[src/rtl/vga_timing_out.sv]
// vga_timing_out: VGA scan counters, sync/blank alignment and pin registers.
// Optional macro VGA_TEST_PATTERN_EN adds a test_pattern input (8 colour bars).
module vga_timing_out #(
  parameter int H_ACTIVE   = 640,
  parameter int H_FP       = 16,
  parameter int H_SYNC     = 96,
  parameter int H_BP       = 48,
  parameter int V_ACTIVE   = 480,
  parameter int V_FP       = 10,
  parameter int V_SYNC     = 2,
  parameter int V_BP       = 33,
  parameter int PIPE_DELAY = 2,
  parameter bit SYNC_POL   = 1'b0
) (
  input  logic       clk,
  input  logic       reset,
  input  logic       colour_in,
  input  logic [5:0] fg_colour,
  input  logic [5:0] bg_colour,
`ifdef VGA_TEST_PATTERN_EN
  input  logic       test_pattern,
`endif
  output logic [9:0] counter_H,
  output logic [9:0] counter_V,
  output logic       frame_start,
  output logic       h_sync,
  output logic       v_sync,
  output logic [5:0] rgb_out
);

  localparam int H_TOTAL = H_ACTIVE + H_FP + H_SYNC + H_BP;
  localparam int V_TOTAL = V_ACTIVE + V_FP + V_SYNC + V_BP;

  localparam logic [9:0] H_LAST = 10'(H_TOTAL - 1);
  localparam logic [9:0] V_LAST = 10'(V_TOTAL - 1);
  localparam logic [9:0] H_ACT  = 10'(H_ACTIVE);
  localparam logic [9:0] V_ACT  = 10'(V_ACTIVE);
  localparam logic [9:0] H_SS   = 10'(H_ACTIVE + H_FP);
  localparam logic [9:0] H_SE   = 10'(H_ACTIVE + H_FP + H_SYNC);
  localparam logic [9:0] V_SS   = 10'(V_ACTIVE + V_FP);
  localparam logic [9:0] V_SE   = 10'(V_ACTIVE + V_FP + V_SYNC);

  // tag bits: [0] active, [1] hsync, [2] vsync, [5:3] bar index
`ifdef VGA_TEST_PATTERN_EN
  localparam int TW = 6;
`else
  localparam int TW = 3;
`endif

  logic [9:0]    cnt_h_q, cnt_h_d;
  logic [9:0]    cnt_v_q, cnt_v_d;
  logic [TW-1:0] tag_raw;
  logic [TW-1:0] tag_dly;
  logic [5:0]    rgb_q, rgb_d;
  logic          hs_q, hs_d;
  logic          vs_q, vs_d;

  // Totals must fit the 10-bit counters.
  always @(posedge clk) begin
    assert (H_TOTAL <= 1024 && V_TOTAL <= 1024)
      else $error("vga_timing_out: totals exceed 10-bit counters");
  end

  // Next scan position: H every clock, V on H wrap.
  always_comb begin
    cnt_h_d = cnt_h_q + 10'd1;
    cnt_v_d = cnt_v_q;
    if (cnt_h_q == H_LAST) begin
      cnt_h_d = 10'd0;
      cnt_v_d = (cnt_v_q == V_LAST) ? 10'd0 : cnt_v_q + 10'd1;
    end
  end

  // Scan position registers.
  always_ff @(posedge clk or negedge reset) begin
    if (!reset) begin
      cnt_h_q <= 10'd0;
      cnt_v_q <= 10'd0;
    end else begin
      cnt_h_q <= cnt_h_d;
      cnt_v_q <= cnt_v_d;
    end
  end

  // Raw timing decoded from the counter registers.
  always_comb begin
    tag_raw    = '0;
    tag_raw[0] = (cnt_h_q < H_ACT) && (cnt_v_q < V_ACT);
    tag_raw[1] = (cnt_h_q >= H_SS) && (cnt_h_q < H_SE);
    tag_raw[2] = (cnt_v_q >= V_SS) && (cnt_v_q < V_SE);
`ifdef VGA_TEST_PATTERN_EN
    tag_raw[5:3] = cnt_h_q[9:7];
`endif
  end

  if (PIPE_DELAY == 0) begin : g_nopipe
    assign tag_dly = tag_raw;
  end else begin : g_pipe
    logic [TW-1:0] pipe_q [PIPE_DELAY];
    logic [TW-1:0] pipe_d [PIPE_DELAY];

    // Shift timing tags to match frame-buffer latency.
    always_comb begin
      pipe_d[0] = tag_raw;
      for (int i = 1; i < PIPE_DELAY; i++) begin
        pipe_d[i] = pipe_q[i-1];
      end
    end

    // Alignment stages clear to blank / sync inactive.
    always_ff @(posedge clk or negedge reset) begin
      if (!reset) begin
        for (int i = 0; i < PIPE_DELAY; i++) begin
          pipe_q[i] <= '0;
        end
      end else begin
        pipe_q <= pipe_d;
      end
    end

    assign tag_dly = pipe_q[PIPE_DELAY-1];
  end

  // Pixel colour and pin-polarity syncs for the output register.
  always_comb begin
    rgb_d = 6'b0;
    hs_d  = tag_dly[1] ^ ~SYNC_POL;
    vs_d  = tag_dly[2] ^ ~SYNC_POL;
    if (tag_dly[0]) begin
`ifdef VGA_TEST_PATTERN_EN
      if (test_pattern) begin
        rgb_d = {tag_dly[5], tag_dly[5], tag_dly[4],
                 tag_dly[4], tag_dly[3], tag_dly[3]};
      end else begin
        rgb_d = colour_in ? fg_colour : bg_colour;
      end
`else
      rgb_d = colour_in ? fg_colour : bg_colour;
`endif
    end
  end

  // Registered pins.
  always_ff @(posedge clk or negedge reset) begin
    if (!reset) begin
      rgb_q <= 6'b0;
      hs_q  <= ~SYNC_POL;
      vs_q  <= ~SYNC_POL;
    end else begin
      rgb_q <= rgb_d;
      hs_q  <= hs_d;
      vs_q  <= vs_d;
    end
  end

  assign counter_H   = cnt_h_q;
  assign counter_V   = cnt_v_q;
  assign frame_start = (cnt_h_q == 10'd0) && (cnt_v_q == 10'd0);
  assign h_sync      = hs_q;
  assign v_sync      = vs_q;
  assign rgb_out     = rgb_q;

endmodule

[config.mk]
export PLATFORM = sky130hd
export DESIGN_NAME = vga_timing_out
export DESIGN_NICKNAME = d
export VERILOG_FILES = /design/src/rtl/vga_timing_out.sv
export SDC_FILE = /design/constraint.sdc
export NUM_CORES = 1
export LEC_CHECK = 0
export CORE_MARGIN = 2
export CORE_UTILIZATION = 31
export CTS_CLUSTER_DIAMETER = 200
export CTS_CLUSTER_SIZE = 20
export DETAILED_ROUTE_END_ITERATION = 6
export HOLD_SLACK_MARGIN = 0.06
export MAX_ROUTING_LAYER = met4
export PLACE_DENSITY = 0.56
export SKIP_LAST_GASP = 1
export SLEW_MARGIN = 20
export SYNTH_ARGS = -nofsm -noshare
export SYNTH_HDL_FRONTEND = slang
export SYNTH_SLANG_ARGS = --single-unit
[constraint.sdc]
create_clock -name clk -period 4.3 [get_ports clk]
set_input_delay 0.86 -clock clk [delete_from_list [all_inputs] [get_ports clk]]
set_output_delay 0.86 -clock clk [all_outputs]
set_load 0.05 [all_outputs]
==> metrics.csv, run 1 <==
metric,value,unit
syn_area,0.00159,mm^2
synth-simple-area-share,0.235,
wire_per_inst,13.6,um
syn_nets,167,
die_area,0.00571,mm^2
fmax,299,MHz
die-width,75.6,um
synth-xor-area-share,0.0496,
fin_crit,3.34,ns
grt_overflow,0,
cts_buffers,5,
cts_sinks,34,
antenna_found_initial,0,
worstSetupStartpointType,register,
sequentialPowerShare,0.536,
slew_violations,0,
clk_pin_slew,0.07,ns
async_reset_ff_frac,1.00,
p_leak,0.905,nW
ys_warn_count,0,
die_h,75.6,um
setup_viol,0,
yosysUniqueCellTypes,32,
viasPerCell,4.89,
synth-edff-count,0,
cts.hold.buffers_added,0,
cp.required,3.44,ns
hold_class,reg -> reg,
place_area,0.00208,mm^2
hold_viol,0,
port_buffers,43,
finalCritPeriodShare,0.777,
arrival,2.48,ns
switching_power,0.134,mW
synth_top_flop_cell,dfrtp_1,
placementRows,26,
gp_congestion,0.830,
yosys-mux-area-fraction,0.0567,
synth_compound_area_frac,0.0480,
ios,44,
cts_tree,done,
p_sw_frac,0.220,
crit_path_end_kind,primary output,
synth_fa_ha_area_frac,0.0315,
dr.pass1.iters,4,
ys_seq_area_frac,0.537,
yosysTopAreaCellShare,0.504,
maxCapViolCount,0,
synth_top_family_by_area,simple AND/OR/NAND/NOR gates,
drt-total-wl,3.56,mm
start_util,0.317,
synth_most_common_cell,dfrtp_1,
worst_pin_slew,0.531,ns
grt_pass1_wl,5.53,mm
core-area,0.00501,mm^2
cts_max_level,2,
areaGrowthSynthToFinish,36.2,%
design_area,0.00216,mm^2
cts_buffer_depth,2,
drive_above_1_share,0.0677,
grt_max_degree,35,
drc,0,
p_int,0.473,mW
slew_headroom,0.645,
synth.avg_cell_area,10.7,um^2
vdd_drop_max,0.139,mV
yosysTopAreaCell,dfrtp_1,
synth-seq-cells,34,
ctsResizeCount,0,
hpwl,2.52,mm
grt_pass1_vias,1218,
synthTopCellsByArea,"dfrtp_1 50%, mux2i_1 5.7%, nand3_1 3.8%, dfstp_2 3.3%, xnor2_1 3.3%",
globalRouteTotalUtil,0.134,
vias,1281,
yosys-top-cells-count,"32 x dfrtp_1, 12 x nand3_1, 11 x nand2_1, 9 x mux2i_1",
outcome,"finished, final reports clean",
clock_skew,0.00636,ns
path_class,reg -> out,
clk_latency,0.28,ns
n_antenna_cell,0,
critPathMaxFanout,5,
root_buffer,clkbuf_8,
syn_inst,148,
postRouteAntennaNets,0,
drt_iter0_markers,43,
fin_nets,211,
powerDensity,281,mW/mm^2
rsz0062_at_grt,no,
setup_tns,0,ns
combPwrFrac,0.084,
post_cts_buffers,0,
power_frac_clock,0.381,
## routing by layer
metal / global-route usage / share of wire / up-vias
met4: 0.0585 / 0.012 / 0
li1: - / - / 604
met1: 0.171 / 0.46 / 615
met3: 0.0344 / 0.076 / 7
met2: 0.201 / 0.45 / 55
met5: - / 0 / -
## layout make-up
cell class	count	area, um^2
fillers	511	2850
flip-flops and latches	34	853
multi-input cells	99	669
repair buffers	44	438
well taps	70	87.6
clock buffers	7	86.3
inverters	8	30.0
## sequential cells by signal, summed over array words and instances (netlist names)
register       count
counter_H         10
counter_V         10
g_pipe.pipe_d      3
h_sync             1
rgb_out            6
tag_dly            3
v_sync             1
## power by group through the flow
stage	clock network (mW)	registers, mW	logic, mW
global route	0.253	0.325	0.0544
global placement	0	0.331	0.0512
finish	0.231	0.325	0.0509
floorplan	0	0.347	0.00654
CTS	0.238	0.325	0.0520
detailed placement	0	0.331	0.0518
## kinds of logic after synthesis
kind of cell,count (synthesis)
AOI/OAI and AO/OA,14
xor gates and xnor gates,9
adders and majority gates,4
buffers and inverters,15
DFF,34
muxes,9
and+or+nand+nor,63
## cells in the final DEF, fill, tap and decap left out
cell             Yosys  layout
and4_4               2       2
and2_1               2       2
xnor2_1              6       6
nor2_1               4       4
nand2b_1             1       1
clkbuf_8             0       6
and4_1               1       1
o21ai_0              3       3
buf_4                0       1
ha_1                 4       4
nand4_2              1       1
nor3_1               5       5
mux2i_1              9       9
o21ai_1              2       2
and3_1               4       4
clkdlybuf4s50_1      0      43
a21oi_1              5       5
nand4_1              3       3
nor4_4               1       1
nand2_1             11      11
o21a_1               1       1
nor4_1               5       5
clkbuf_1             4       1
inv_1                8       8
nand3_1             12      12
dfstp_2              2       2
xor2_1               3       3
dfrtp_1             32      32
a31oi_1              3       3
or3_1                2       2
nor2b_1              8       8
nand4bb_1            1       1
## critical path, cell delays in order (launching register included)
cell and delay [ns]:
dfrtp_1 0.43, nor4_1 0.46, nand4_1 0.14, nor4_1 0.30
clkdlybuf4s50_1 0.87
## final timing paths
check | slack, ns | cells after the start | from | endpoint
hold reg to reg | 0.35 | 0 | g_pipe.pipe_d[2]$_DFF_PN0_ | tag_dly[2]$_DFF_PN0_
max in group asynchronous | 2.97 | 2 | reset | v_sync$_DFF_PN1_
setup / recovery | 0.96 | 4 | counter_V[7]$_DFFE_PN0N_ | frame_start
hold / removal | 0.35 | 0 | g_pipe.pipe_d[2]$_DFF_PN0_ | tag_dly[2]$_DFF_PN0_
setup reg to reg | 2.58 | 5 | counter_H[0]$_DFF_PN0_ | counter_V[8]$_DFFE_PN0N_
min in group asynchronous | 0.99 | 2 | reset | rgb_out[1]$_DFF_PN0_
## through the flow
stage          total power [mW]  std cells  worst slack, ns   util  hold WS [ns]
2_1_floorplan             0.354        148            0.744      -         0.331
3_3_place_gp              0.382        255             1.27  0.415         0.333
3_5_place_dp              0.383        255             1.25  0.415         0.336
4_1_cts                   0.615        262            0.920  0.432         0.350
5_1_grt                   0.632        262            0.824  0.432         0.363
6_report                  0.607        262            0.959  0.432         0.348
No activity file was read; power rests on OpenSTA's default activity.
==> run 2, diff against run 1 <==
Settings changed: PLACE_DENSITY 0.56 to 0.58.
Clock period 4.3 ns to 2.95 ns, I/O delays scaled along.
==> run 2 against run 1 <==
Net effect: critical path depth is the same; sequential share of layout area is essentially flat; hold slack lost 0.0020 ns; via count shrank 2.4%; critical endpoint unchanged.
==> metrics.csv, run 2 (synthesized netlist as in run 1, its figures left out) <==
metric,value,unit,change
outcome,"finished, final reports clean",,unchanged
cts_tree,done,,unchanged
cp_slowest_stage_delay,0.52,ns,was 0.87 ns
path_delay_family,simple AND/OR/NAND/NOR gates,,unchanged
cp_cell_sequence,"nor4_1, nand4_1, nor4_2, buf_4",,"was nor4_1, nand4_1, nor4_1, clkdlybuf4s50_1"
fin_crit,2.50,ns,
n_antenna_cell,0,,unchanged
finalCritPeriodShare,0.847,,
hold_viol,0,,unchanged
final_cell_mix,"42 x clkdlybuf4s50_1, 32 x dfrtp_1, 12 x nand3_1",,"was 43 x clkdlybuf4s50_1, 32 x dfrtp_1, 12 x nand3_1"
fmax,400,MHz,
maxCapViolCount,0,,unchanged
path_class,reg -> out,,unchanged
clk_pin_slew,0.07,ns,about the same
post-place-ws,0.742,ns,was 1.25 ns
crit_slowest_cell,nor4_1,,was clkdlybuf4s50_1
die_h,75.6,um,unchanged
worstSetupStartpointType,register,,unchanged
cp_num_cells,4,,unchanged
rsz0062_at_grt,no,,unchanged
vdd_drop_max,0.194,mV,was 0.139 mV
slew_headroom,0.655,,was 0.645
layout_commonest_cell,clkdlybuf4s50_1,,unchanged
die-width,75.6,um,unchanged
viasPerCell,4.75,,was 4.89
die_area,0.00571,mm^2,unchanged
p_leak,0.902,nW,was 0.905 nW
clock_skew,0.00792,ns,was 0.00636 ns
hold_path_depth,0,,unchanged
start_util,0.317,,unchanged
antenna_found_initial,0,,unchanged
cts_buffers,5,,unchanged
cts.hold.buffers_added,0,,unchanged
grt_pass1_wl,5.64,mm,was 5.53 mm
grt_overflow,0,,unchanged
critPathMaxFanout,5,,unchanged
globalRouteTotalUtil,0.135,,was 0.134
cts_sinks,34,,unchanged
placementRows,26,,unchanged
grt_max_degree,35,,unchanged
gp_congestion,0.831,,was 0.830
stdcell_count,263,,was 262
vias,1250,,was 1281
post_cts_buffers,0,,unchanged
drt-total-wl,3.52,mm,was 3.56 mm
critical_path_buf_inv_count,1,,unchanged
postRouteAntennaNets,0,,unchanged
dp.cells,255,,unchanged
root_buffer,clkbuf_8,,unchanged
clk_latency,0.28,ns,about the same
cts_buffer_depth,2,,unchanged
dr.pass1.iters,4,,unchanged
arrival,1.91,ns,was 2.48 ns
ios,44,,unchanged
crit_path_end_kind,primary output,,unchanged
worst_slack,0.451,ns,was 0.959 ns
core-area,0.00501,mm^2,unchanged
setup_tns,0,ns,unchanged
reg2reg_depth,5,,unchanged
hpwl,2.52,mm,about the same
grt_pass1_vias,1234,,was 1218
drc,0,,unchanged
worst_pin_slew,0.513,ns,was 0.531 ns
setup_viol,0,,unchanged
areaGrowthSynthToFinish,36.1,%,was 36.2%
drive_above_1_share,0.0725,,was 0.0677
fin_nets,211,,unchanged
cp.required,2.36,ns,was 3.44 ns
hold_class,reg -> reg,,unchanged
ctsResizeCount,0,,unchanged
powerDensity,402,mW/mm^2,was 281 mW/mm^2
drt_iter0_markers,69,,was 43
total_power,0.870,mW,was 0.607 mW
port_buffers,43,,unchanged
wire_per_inst,13.4,um,was 13.6 um
slew_violations,0,,unchanged
cts_max_level,2,,unchanged
-- run 2: worst paths after layout --
| kind | startpoint | end | slack (ns) |
|---|---|---|---|
| worst max-delay path | counter_V[7]$_DFFE_PN0N_ | frame_start | 0.45 |
| worst min-delay path | g_pipe.pipe_d[2]$_DFF_PN0_ | tag_dly[2]$_DFF_PN0_ | 0.35 |
| worst max register to register | counter_H[0]$_DFF_PN0_ | counter_V[6]$_DFFE_PN0N_ | 1.23 |
| worst min register to register | g_pipe.pipe_d[2]$_DFF_PN0_ | tag_dly[2]$_DFF_PN0_ | 0.35 |
| max in group asynchronous | reset | v_sync$_DFF_PN1_ | 1.89 |
| min in group asynchronous | reset | counter_V[6]$_DFFE_PN0N_ | 0.72 |
-- run 2: report_power, final --
group	total, mW	internal, mW	switching, mW
Sequential	0.474	0.473	0.00159
Combinational	0.0740	0.0326	0.0414
Clock	0.321	0.167	0.154
Total	0.870	0.673	0.197
-- run 2: metal layers --
metal,track usage,share of wire,up-vias
li1,-,-,603
met1,0.169,0.46,593
met2,0.204,0.45,49
met3,0.0304,0.074,5
met4,0.0721,0.014,0
met5,-,0,-
-- run 2: metrics by stage --
stage | hold slack [ns] | instance area [um^2] | util
2_1_floorplan | 0.294 | 1600 | -
3_3_place_gp | 0.333 | 2080 | 0.416
3_5_place_dp | 0.336 | 2080 | 0.416
4_1_cts | 0.351 | 2160 | 0.432
5_1_grt | 0.353 | 2160 | 0.432
6_report | 0.346 | 2160 | 0.432
-- run 2: final cells by class --
type | instances | area, um^2
inverters | 8 | 30.0
fillers | 519 | 2850
clock buffers | 8 | 80.1
flip-flops and latches | 34 | 853
repair buffers | 44 | 435
multi-input cells | 99 | 676
well taps | 70 | 87.6
